[src/rtl/ex_muldiv_pkg.sv]
// Shared constants for the RV32M execute unit: funct3 codes, the R-type
// M-extension opcode/funct7, FSM state encoding and small op-decoding helpers.
package ex_muldiv_pkg;

  // Major opcode and funct7 that select the M extension
  localparam logic [6:0] INST_TYPE_R_M = 7'b0110011;
  localparam logic [6:0] INST_FUNCT7_M = 7'b0000001;

  // funct3 encodings
  localparam logic [2:0] INST_MUL    = 3'b000;
  localparam logic [2:0] INST_MULH   = 3'b001;
  localparam logic [2:0] INST_MULHSU = 3'b010;
  localparam logic [2:0] INST_MULHU  = 3'b011;
  localparam logic [2:0] INST_DIV    = 3'b100;
  localparam logic [2:0] INST_DIVU   = 3'b101;
  localparam logic [2:0] INST_REM    = 3'b110;
  localparam logic [2:0] INST_REMU   = 3'b111;

  typedef enum logic [1:0] {
    S_IDLE = 2'd0,
    S_CALC = 2'd1,
    S_END  = 2'd2
  } state_t;

  // op1 is interpreted as signed by MULH, MULHSU, DIV and REM
  function automatic logic op1_signed(input logic [2:0] op);
    return (op == INST_MULH) || (op == INST_MULHSU) ||
           (op == INST_DIV)  || (op == INST_REM);
  endfunction

  // op2 is interpreted as signed by MULH, DIV and REM (MULHSU keeps it unsigned)
  function automatic logic op2_signed(input logic [2:0] op);
    return (op == INST_MULH) || (op == INST_DIV) || (op == INST_REM);
  endfunction

  // funct3[2] separates the divide group from the multiply group
  function automatic logic is_div(input logic [2:0] op);
    return op[2];
  endfunction

endpackage

[src/rtl/ex_muldiv_if.sv]
// Request/response bundle between pipeline control (master) and ex_muldiv (slave).
interface ex_muldiv_if #(
  parameter int XLEN       = 32,
  parameter int REG_ADDR_W = 5
);
  import ex_muldiv_pkg::*;

  logic                  start_i;
  logic                  flush_i;
  logic [2:0]            op_i;
  logic [XLEN-1:0]       op1_i;
  logic [XLEN-1:0]       op2_i;
  logic [REG_ADDR_W-1:0] reg_waddr_i;
  logic [XLEN-1:0]       result_o;
  logic                  ready_o;
  logic                  busy_o;
  logic                  reg_we_o;
  logic [REG_ADDR_W-1:0] reg_waddr_o;

  modport master (
    output start_i, flush_i, op_i, op1_i, op2_i, reg_waddr_i,
    input  result_o, ready_o, busy_o, reg_we_o, reg_waddr_o
  );

  modport slave (
    input  start_i, flush_i, op_i, op1_i, op2_i, reg_waddr_i,
    output result_o, ready_o, busy_o, reg_we_o, reg_waddr_o
  );

endinterface

[src/rtl/ex_muldiv_div_iter.sv]
// Restoring-division datapath on unsigned magnitudes: one quotient bit per
// enabled cycle, MSB first. After XLEN steps r_quo holds the quotient and
// r_rem the remainder.
module ex_div_iter #(
  parameter int XLEN = 32
) (
  input  logic            clk,
  input  logic            rst,
  input  logic            load_i,
  input  logic            en_i,
  input  logic [XLEN-1:0] dividend_i,
  input  logic [XLEN-1:0] divisor_i,
  output logic [XLEN-1:0] quotient_o,
  output logic [XLEN-1:0] remainder_o
);

  logic [XLEN-1:0] r_rem;
  logic [XLEN-1:0] r_quo;
  logic [XLEN-1:0] r_dvs;
  logic [XLEN:0]   w_shift;
  logic [XLEN:0]   w_diff;
  logic            w_qbit;

  // Trial subtraction: remainder stays below the divisor, so XLEN+1 bits hold the shifted value
  always_comb begin
    w_shift = {r_rem, r_quo[XLEN-1]};
    w_diff  = w_shift - {1'b0, r_dvs};
    w_qbit  = ~w_diff[XLEN];
  end

  // Load operands on accept, then restore-or-keep one step per enable
  always_ff @(posedge clk or negedge rst) begin
    if (!rst) begin
      r_rem <= '0;
      r_quo <= '0;
      r_dvs <= '0;
    end else if (load_i) begin
      r_rem <= '0;
      r_quo <= dividend_i;
      r_dvs <= divisor_i;
    end else if (en_i) begin
      r_rem <= w_qbit ? w_diff[XLEN-1:0] : w_shift[XLEN-1:0];
      r_quo <= {r_quo[XLEN-2:0], w_qbit};
    end
  end

  assign quotient_o  = r_quo;
  assign remainder_o = r_rem;

endmodule

[src/rtl/ex_muldiv.sv]
// Iterative RV32M execute unit: radix-2 shift-add multiply and restoring
// divide on operand magnitudes, sign fix-up at the end, start/ready handshake.
module ex_muldiv
  import ex_muldiv_pkg::*;
#(
  parameter int XLEN       = 32,
  parameter int REG_ADDR_W = 5
) (
  input  logic         clk,
  input  logic         rst,
  ex_muldiv_if.slave   bus
);

  localparam int                CNT_W   = $clog2(XLEN);
  localparam logic [CNT_W-1:0]  CNT_MAX = CNT_W'(XLEN - 1);
  localparam logic [XLEN-1:0]   MIN_VAL = {1'b1, {(XLEN-1){1'b0}}};

  state_t                r_state;
  state_t                w_state_next;
  logic [CNT_W-1:0]      r_cnt;
  logic [2:0]            r_op;
  logic                  r_neg_q;
  logic                  r_neg_r;
  logic                  r_special;
  logic [XLEN-1:0]       r_spec_res;
  logic [REG_ADDR_W-1:0] r_waddr;
  logic [2*XLEN-1:0]     r_acc;
  logic [XLEN-1:0]       r_mcand;

  logic                  w_accept;
  logic                  w_neg1;
  logic                  w_neg2;
  logic [XLEN-1:0]       w_mag1;
  logic [XLEN-1:0]       w_mag2;
  logic                  w_div0;
  logic                  w_ovf;
  logic                  w_special;
  logic [XLEN-1:0]       w_spec_res;
  logic [XLEN:0]         w_add;
  logic [2*XLEN-1:0]     w_prod;
  logic [XLEN-1:0]       w_quo;
  logic [XLEN-1:0]       w_rem;
  logic [XLEN-1:0]       w_quo_fix;
  logic [XLEN-1:0]       w_rem_fix;
  logic [XLEN-1:0]       w_final;
  logic                  w_ready;

  assign w_accept = (r_state == S_IDLE) && bus.start_i && !bus.flush_i;

  // Operand decode at accept: magnitudes (MIN negates to itself, fine as unsigned) and special divides
  always_comb begin
    w_neg1 = op1_signed(bus.op_i) & bus.op1_i[XLEN-1];
    w_neg2 = op2_signed(bus.op_i) & bus.op2_i[XLEN-1];
    w_mag1 = w_neg1 ? (~bus.op1_i + 1'b1) : bus.op1_i;
    w_mag2 = w_neg2 ? (~bus.op2_i + 1'b1) : bus.op2_i;
    w_div0 = (bus.op2_i == '0);
    w_ovf  = ((bus.op_i == INST_DIV) || (bus.op_i == INST_REM)) &&
             (bus.op1_i == MIN_VAL) && (bus.op2_i == '1);
    w_special = is_div(bus.op_i) && (w_div0 || w_ovf);
    // funct3[1] selects REM/REMU within the divide group
    if (w_div0) begin
      w_spec_res = bus.op_i[1] ? bus.op1_i : '1;
    end else begin
      w_spec_res = bus.op_i[1] ? '0 : MIN_VAL;
    end
  end

  // State register
  always_ff @(posedge clk or negedge rst) begin
    if (!rst) begin
      r_state <= S_IDLE;
    end else begin
      r_state <= w_state_next;
    end
  end

  // Next-state logic; flush overrides every transition
  always_comb begin
    w_state_next = r_state;
    case (r_state)
      S_IDLE: if (w_accept) w_state_next = w_special ? S_END : S_CALC;
      S_CALC: if (r_cnt == '0) w_state_next = S_END;
      S_END:  w_state_next = S_IDLE;
      default: w_state_next = S_IDLE;
    endcase
    if (bus.flush_i) begin
      w_state_next = S_IDLE;
    end
  end

  // Shift-add step: add multiplicand into the high half when the current multiplier bit is set
  always_comb begin
    w_add = {1'b0, r_acc[2*XLEN-1:XLEN]} + (r_acc[0] ? {1'b0, r_mcand} : '0);
  end

  // Latch request on accept; iterate the multiplier accumulator and counter while in CALC
  always_ff @(posedge clk or negedge rst) begin
    if (!rst) begin
      r_cnt      <= '0;
      r_op       <= '0;
      r_neg_q    <= 1'b0;
      r_neg_r    <= 1'b0;
      r_special  <= 1'b0;
      r_spec_res <= '0;
      r_waddr    <= '0;
      r_acc      <= '0;
      r_mcand    <= '0;
    end else if (w_accept) begin
      r_cnt      <= CNT_MAX;
      r_op       <= bus.op_i;
      r_neg_q    <= w_neg1 ^ w_neg2;
      r_neg_r    <= w_neg1;
      r_special  <= w_special;
      r_spec_res <= w_spec_res;
      r_waddr    <= bus.reg_waddr_i;
      r_acc      <= {{XLEN{1'b0}}, w_mag2};
      r_mcand    <= w_mag1;
    end else if (r_state == S_CALC) begin
      r_cnt <= r_cnt - 1'b1;
      if (!is_div(r_op)) begin
        r_acc <= {w_add, r_acc[XLEN-1:1]};
      end
    end
  end

  ex_div_iter #(
    .XLEN(XLEN)
  ) u_div_iter (
    .clk        (clk),
    .rst        (rst),
    .load_i     (w_accept),
    .en_i       ((r_state == S_CALC) && is_div(r_op)),
    .dividend_i (w_mag1),
    .divisor_i  (w_mag2),
    .quotient_o (w_quo),
    .remainder_o(w_rem)
  );

  // Sign fix-up and result selection; only visible during the ready cycle
  always_comb begin
    w_prod    = r_neg_q ? (~r_acc + 1'b1) : r_acc;
    w_quo_fix = r_neg_q ? (~w_quo + 1'b1) : w_quo;
    w_rem_fix = r_neg_r ? (~w_rem + 1'b1) : w_rem;
    if (r_special) begin
      w_final = r_spec_res;
    end else begin
      case (r_op)
        INST_MUL:                         w_final = w_prod[XLEN-1:0];
        INST_MULH, INST_MULHSU, INST_MULHU: w_final = w_prod[2*XLEN-1:XLEN];
        INST_DIV, INST_DIVU:              w_final = w_quo_fix;
        default:                          w_final = w_rem_fix;
      endcase
    end
    w_ready = (r_state == S_END);
  end

  assign bus.ready_o     = w_ready;
  assign bus.reg_we_o    = w_ready;
  assign bus.busy_o      = (r_state != S_IDLE);
  assign bus.result_o    = w_ready ? w_final : '0;
  assign bus.reg_waddr_o = w_ready ? r_waddr : '0;

endmodule

[src/flat_wrapper.sv]
// flat-port wrapper written by rule: the top's interface ports become plain ports
module ex_muldiv_flat import ex_muldiv_pkg::*;
#(
  parameter int XLEN       = 32,
  parameter int REG_ADDR_W = 5
)
  (clk, rst, bus_start_i, bus_flush_i, bus_op_i, bus_op1_i, bus_op2_i, bus_reg_waddr_i, bus_result_o, bus_ready_o, bus_busy_o, bus_reg_we_o, bus_reg_waddr_o);
  ex_muldiv_if #(.XLEN(XLEN), .REG_ADDR_W(REG_ADDR_W)) bus_i ();
  input  logic clk;
  input  logic rst;
  input wire logic [$bits(bus_i.start_i)-1:0] bus_start_i;
  input wire logic [$bits(bus_i.flush_i)-1:0] bus_flush_i;
  input wire logic [$bits(bus_i.op_i)-1:0] bus_op_i;
  input wire logic [$bits(bus_i.op1_i)-1:0] bus_op1_i;
  input wire logic [$bits(bus_i.op2_i)-1:0] bus_op2_i;
  input wire logic [$bits(bus_i.reg_waddr_i)-1:0] bus_reg_waddr_i;
  output wire logic [$bits(bus_i.result_o)-1:0] bus_result_o;
  output wire logic [$bits(bus_i.ready_o)-1:0] bus_ready_o;
  output wire logic [$bits(bus_i.busy_o)-1:0] bus_busy_o;
  output wire logic [$bits(bus_i.reg_we_o)-1:0] bus_reg_we_o;
  output wire logic [$bits(bus_i.reg_waddr_o)-1:0] bus_reg_waddr_o;
  assign bus_i.start_i = bus_start_i;
  assign bus_i.flush_i = bus_flush_i;
  assign bus_i.op_i = bus_op_i;
  assign bus_i.op1_i = bus_op1_i;
  assign bus_i.op2_i = bus_op2_i;
  assign bus_i.reg_waddr_i = bus_reg_waddr_i;
  assign bus_result_o = bus_i.result_o;
  assign bus_ready_o = bus_i.ready_o;
  assign bus_busy_o = bus_i.busy_o;
  assign bus_reg_we_o = bus_i.reg_we_o;
  assign bus_reg_waddr_o = bus_i.reg_waddr_o;
  ex_muldiv #(.XLEN(XLEN), .REG_ADDR_W(REG_ADDR_W)) u_core (.clk(clk), .rst(rst), .bus(bus_i));
endmodule
[config.mk]
export PLATFORM = sky130hd
export DESIGN_NAME = ex_muldiv_flat
export DESIGN_NICKNAME = d
export VERILOG_FILES = /design/src/rtl/ex_muldiv_pkg.sv /design/src/rtl/ex_muldiv_if.sv /design/src/rtl/ex_muldiv_div_iter.sv /design/src/rtl/ex_muldiv.sv /design/src/flat_wrapper.sv
export SDC_FILE = /design/constraint.sdc
export NUM_CORES = 1
export LEC_CHECK = 0
export BUFFER_PORTS_ARGS = -buffer_cell sky130_fd_sc_hd__buf_2
export CAP_MARGIN = 15
export CORE_MARGIN = 3
export CORE_UTILIZATION = 50
export CTS_CLUSTER_DIAMETER = 100
export DETAILED_ROUTE_END_ITERATION = 16
export PLACE_DENSITY = 0.77
export SLEW_MARGIN = 20
export SYNTH_ARGS = -nofsm -noshare
export SYNTH_HDL_FRONTEND = slang
export SYNTH_SLANG_ARGS = --single-unit
[constraint.sdc]
create_clock -name clk -period 3.61 [get_ports clk]
set_clock_uncertainty 0.05 [all_clocks]
set_input_delay 0.1805 -clock clk [delete_from_list [all_inputs] [get_ports clk]]
set_output_delay 0.1805 -clock clk [all_outputs]
set_load 0.01 [all_outputs]
Word-level counts from Yosys, hierarchy flattened
Index checks and enable logic that the tools add are counted.
{"block": "totals", "in_bits": 76, "out_inout_bits": 40, "register_bits": 242, "word_cells": 99}
{"block": "op_classes", "bitwise_logic": 9, "n_addsub": 8, "eq_ne": 16, "muxes": 28, "reduce_logical": 25}
{"op": "32-bit two-way mux", "n": 15}
{"op": "64-bit two-way mux", "n": 4}
{"op": "32-bit by 1-bit adder with 32-bit output (second input constant)", "n": 4}
{"op": "32-bit inverter", "n": 4}
{"op": "32-bit case mux with 3 select lines", "n": 1}
{"op": "64-bit by 1-bit adder with 64-bit output (second input constant)", "n": 1}
{"op": "32-bit equality test (second input constant)", "n": 2}
{"op": "64-bit inverter", "n": 1}
{"op": "32-bit by 33-bit adder with 33-bit output", "n": 1}
{"op": "33-bit by 32-bit subtractor with 33-bit output", "n": 1}
{"op": "32-bit zero test", "n": 1}
{"op": "5-bit two-way mux", "n": 3}
{"op": "3-bit equality test (second input constant)", "n": 4}
{"op": "3-bit by 2-bit equality test with 1-bit output (second input constant)", "n": 3}
{"op": "2-bit two-way mux", "n": 4}
{"op": "1-bit logical OR", "n": 7}
{"op": "3-bit by 1-bit equality test with 1-bit output (second input constant)", "n": 2}
{"op": "1-bit logical AND", "n": 6}
{"op": "2-bit nonzero test", "n": 3}
{"op": "5-bit zero test", "n": 1}
{"op": "5-bit by 1-bit subtractor with 5-bit output (second input constant)", "n": 1}
{"op": "2-bit case mux with 2 select lines", "n": 1}
{"op": "2-bit AND reduction", "n": 2}
{"op": "3-bit zero test", "n": 1}
{"op": "other kinds (12)", "n": 13}

Depth between registers and ports, before layout
{"block": "depth", "word_depth": 10, "depth_mapped": 15, "ltp_nobuf": 13}

By module
Synthesis repeated with hierarchy kept, for this count alone.
{"block": "unflattened", "cells_unflattened": 2395, "hier_area_um2": 19134.6}
{"module": "ex_muldiv", "cells_per_inst": 1698, "area_each_um2": 13000.0, "instances": 1, "seq_area_each_um2": 3653.5}
{"module": "ex_div_iter", "cells_per_inst": 697, "area_each_um2": 6134.6, "instances": 1, "seq_area_each_um2": 2402.3}

Least setup slack after synthesis
No wires, ideal clock.
{"block": "synth_path", "kind": "register -> output", "startpoint": "register u_core.r_acc[0]", "endpoint": "output port bus_result_o[2]", "required_ns": 3.379, "arrival_ns": 3.495, "stages_incl_launch_ff": 14, "path_buffers": 2, "slack_ns": -0.115, "path_cell_list": "dfrtp_1 > clkbuf_1 > clkbuf_1 > inv_1 > ha_1 > or3b_2 > nor3_1 > nand3_1 > or4_1 > o311ai_0 > a31oi_1 > a2111oi_0 > a211oi_1 > nor3_1"}
{"block": "synth_via", "elab_chain_cells": 6}
{"element": "start, declared", "line_no": "ex_muldiv.sv:27", "source": "logic [2*XLEN-1:0] r_acc;"}
{"element": "start signal, assigned", "line_no": "ex_muldiv.sv:116", "source": "r_acc <= {{XLEN{1'b0}}, w_mag2};"}
{"element": "start signal, assigned", "line_no": "ex_muldiv.sv:121", "source": "r_acc <= {w_add, r_acc[XLEN-1:1]};"}
{"element": "64-bit inverter", "line_no": "ex_muldiv.sv:141", "source": "w_prod = r_neg_q ? (~r_acc + 1'b1) : r_acc;"}
{"element": "64-bit by 1-bit adder with 64-bit output", "line_no": "ex_muldiv.sv:141"}
{"element": "64-bit two-way mux", "line_no": "ex_muldiv.sv:141"}
{"element": "32-bit case mux with 3 select lines", "line_no": "ex_muldiv.sv:147", "source": "case (r_op)"}
{"element": "32-bit two-way mux", "line_no": "ex_muldiv.sv:144", "source": "if (r_special) begin"}
{"element": "32-bit two-way mux", "line_no": "ex_muldiv.sv:160", "source": "assign bus.result_o = w_ready ? w_final : '0;"}
{"element": "end, declared", "line_no": "flat_wrapper.sv:17", "source": "output wire logic [$bits(bus_i.result_o)-1:0] bus_result_o;"}
Every way passes these cells.

Worst setup path after layout
{"block": "layout_path", "startpoint": "register u_core.r_acc[28]", "endpoint": "output port bus_result_o[31]"}
Same word-level chain as after synthesis.

==> summary.txt <==
Status -> finished with violations
Failing checks -> setup timing
Drc violations -> 0
GPL Wtd Cong -> 1.07
Post-synthesis adder-cell area fraction -> 5.14%
I/O Pins -> 116
Switching portion of total power -> 43.1%
Hold Path Class -> input port to flop
MaxCap Viol Count -> 0
Crit path capture type -> primary output
Finished Cell Area -> 22700 um2
Final wirelength -> 69000 um
R2r endpoint -> u_core.r_acc[63]$_DFFE_PN0P_
Worst EP arrival -> 4.08 ns
Post-synth cell types -> 77
DRT Pass-1 Iters -> 6
Num CTS Buffers -> 28
Clk slew on worst S/H paths -> 0.06 ns
H-tree depth -> 1
P per Cell Area -> 599 nW/um2
HPWL after detailed placement -> 50100 um
Vias after detailed routing -> 19200
Worst setup path class -> flop to primary output
Worst reg-to-reg path cell count -> 14
Drt wl/cell -> 23.1 um
Synth area leaders -> dfrtp_1 33%, o21ai_0 6.8%, nand2_1 6.0%, xnor2_1 5.7%, a21oi_1 4.9%
Type of origin of the critical path -> flop
FFs w/ async S/R, synth -> 100%
Tmin final -> 4.31 ns
Final Max Slew Viols -> 0
GRT Total Usage -> 34.6%
Main combinational cell family by area after synthesis -> compound AO/OA/AOI/OAI gates
Worst-path fanout max -> 5
#FFs+latches synth -> 242
Pre-CTS WS -> -0.216 ns
# nets final -> 2650
Pin count of the biggest net entering global routing -> 96
Share of layout cells above drive strength 1 -> 20.3%
Worst r2r src -> u_core.r_acc[0]$_DFFE_PN0P_
Synth Net Count -> 2412
Synth Area in XOR/XNOR -> 10.6%
Req. time, crit path -> 3.38 ns
Final WS setup -> -0.697 ns
Grt ovf -> 0
Die Height -> 197 um
Switch Pwr -> 0.00587 W
Measured slew at the worst slew-check pin -> 0.824 ns
Post-synth EDFFs -> 0
Post-Synthesis Cells -> 2262
FMAX -> 0.232 GHz
1st-iter DRT viols -> 2259
P_leak -> 10.1 nW
Worst Setup EP -> bus_result_o[31]
Compound-gate portion of the synthesized area -> 25.1%
Share of the synthesized area in the top cell type -> 33.1%
Worst reg2reg setup slack -> 0.12 ns
Cell row count -> 69
YS warnings -> 0
Tcrit/Tclk final -> 119%
Maximum buffer depth of the clock tree -> 3
Mux contribution to synthesized area -> 1.77%
CTS root buf -> clkbuf_16
Initial Util -> 51.1%
Post-route ant nets -> 0
Reg power frac -> 30.7%
Endpoints failing setup -> 31
Die X-Extent -> 197 um
Internal power -> 0.00774 W
Number of buffers added on ports -> 115
Total core area -> 35800 um2
Max IR drop VDD -> 0.455 mV
Fin Setup TNS -> -14.31 ns
Slew margin rel. -> 44.6%
CP startpoint -> u_core.r_acc[28]$_DFFE_PN0P_
Clk network pwr share -> 21.2%
Clock sinks -> 242
Comb pwr share -> 48.1%
Top FF cell, synth -> dfrtp_1
CTS tree -> done
Synthesized cell area -> 18300 um2
Initial antenna violation count -> 0
Vias per cell -> 6.44
Cell taking the most area after synthesis -> dfrtp_1
Number of global-route vias before repair -> 18300
Synth-to-layout area growth -> 24.0%
Hold WS -> 0.0376 ns
Final Hold Fails -> 0
Global-route wire length before repair -> 106000 um
Seq/Total Area, Yosys -> 33.1%
Post-Synth Simple-Gate Area -> 20.1%
Placed Area -> 20400 um2
Antenna cells -> 0
Total die area -> 39000 um2
Syn avg cell area -> 8.10 um2
Unrepaired setup endpoints after global routing -> true
Clock Latency Late Sink -> 0.56 ns
-- critical path, stage by stage, from the launching register on --
cell and delay (ns):
dfrtp_1 0.37, or4_4 0.53, or4_4 0.43, or4_4 0.49, nor4_4 0.19, nor3b_4 0.29, nand2_2 0.12, o41ai_4 0.32
xnor2_1 0.17, nand2_1 0.12, a221oi_2 0.28, buf_2 0.19
-- layout make-up --
type                       instances  area (um2)
clock inverter                    10         100
multi-input combinational       1820       12400
clock buffer                      38         810
sequential                       242        6060
fill                            2968       13100
inverter                          65         244
timing repair buffer             343        2520
tap                              461         577
-- worst min-delay path by stage --
stage / depth (start not counted) / start / end / slack (ns)
after floorplan: 0 / rst / u_core.r_acc[0]$_DFFE_PN0P_ / -0.17
after global placement: 1 / rst / u_core.r_acc[46]$_DFFE_PN0P_ / 0.20
after detailed placement: 1 / rst / u_core.r_acc[44]$_DFFE_PN0P_ / 0.21
after CTS: 3 / bus_op1_i[22] / u_core.r_spec_res[22]$_DFFE_PN0P_ / 0.03
after global routing: 3 / bus_op1_i[22] / u_core.r_spec_res[22]$_DFFE_PN0P_ / 0.05
final: 3 / bus_op1_i[22] / u_core.r_spec_res[22]$_DFFE_PN0P_ / 0.04
-- metrics by stage --
stage	std cells	total power [W]	utilization, %
6_report	2979	0.0136	63.4
5_1_grt	2979	0.0143	63.4
4_1_cts	2980	0.0131	62.2
3_5_place_dp	2876	0.00981	56.8
3_3_place_gp	2876	0.00969	56.8
2_1_floorplan	2262	0.00759	-
-- sequential cells by signal, summed over array words and instances (netlist names) --
signal	count
u_core.u_div_iter.remainder_o	32
u_core.r_neg_r	1
u_core.r_state	2
u_core.r_mcand	32
u_core.r_neg_q	1
u_core.r_waddr	5
u_core.u_div_iter.r_dvs	32
u_core.r_op	3
u_core.r_special	1
u_core.r_acc	64
u_core.u_div_iter.quotient_o	32
u_core.r_spec_res	32
u_core.r_cnt	5
-- logic make-up (layout without fill, tap and decap cells) --
kind of cell | after synthesis | in the layout
xor+xnor | 221 | 221
simple gates | 765 | 765
compound gates | 728 | 728
fa+ha+maj | 74 | 74
mux | 32 | 32
flops | 242 | 242
buf+inv | 200 | 456
-- cells in the mapped netlist, drive strengths merged, types with 29 or more instances --
library cell and n:
and3 37, nor3 36, nand3 44, dfrtp 242
o31ai 47, ha 72, and2 47, mux2i 29
inv 65, nand2 296, xnor2 119, xor2 102
nor2 157, a221o 33, a21o 59, a21oi 180
o21ai 248, clkbuf 120
-- metal layers --
layer  global-route usage [%]  routed length, um
met1                     49.0              28500
met2                     53.7              30200
met3                     7.11               7530
met4                     10.6               2730
met5                        0                  0
-- placed cells by master (no fill, tap or decap), types with 11 or more instances in the layout --
cell,count
a211oi_1,11
a21o_1,59
a21oi_1,164
a21oi_2,16
a221o_1,33
a31oi_1,15
and2_1,47
and3_1,36
buf_2,111
buf_4,171
buf_6,11
clkbuf_16,29
dfrtp_1,240
dlygate4sd3_1,44
ha_1,70
inv_1,63
mux2i_1,29
nand2_1,289
nand2b_1,25
nand3_1,39
nand4_1,14
nor2_1,151
nor3_1,24
nor4_1,14
o21ai_0,223
o21ai_1,15
o31ai_1,36
o41ai_1,15
or2_2,11
or3_1,12
or4_1,16
or4_4,12
xnor2_1,113
xor2_1,100
-- power by group through the flow --
| stage | Clock [W] | Sequential (W) | Combinational (W) |
|---|---|---|---|
| detailed placement | 0 | 0.00409 | 0.00572 |
| floorplan | 0 | 0.00386 | 0.00373 |
| global placement | 0 | 0.00408 | 0.00561 |
| CTS | 0.00291 | 0.00409 | 0.00605 |
| finish | 0.00289 | 0.00418 | 0.00654 |
| global route | 0.00302 | 0.00424 | 0.00704 |
-- what timing repair did --
action	4_1_cts	5_1_grt
hold endpoints to repair	151	0
pin swaps	53	62
hold buffers	44	0
gates resized for setup	117	90
setup buffers	21	7
setup endpoints to repair	33	71
(Power assumes the default switching activity.)
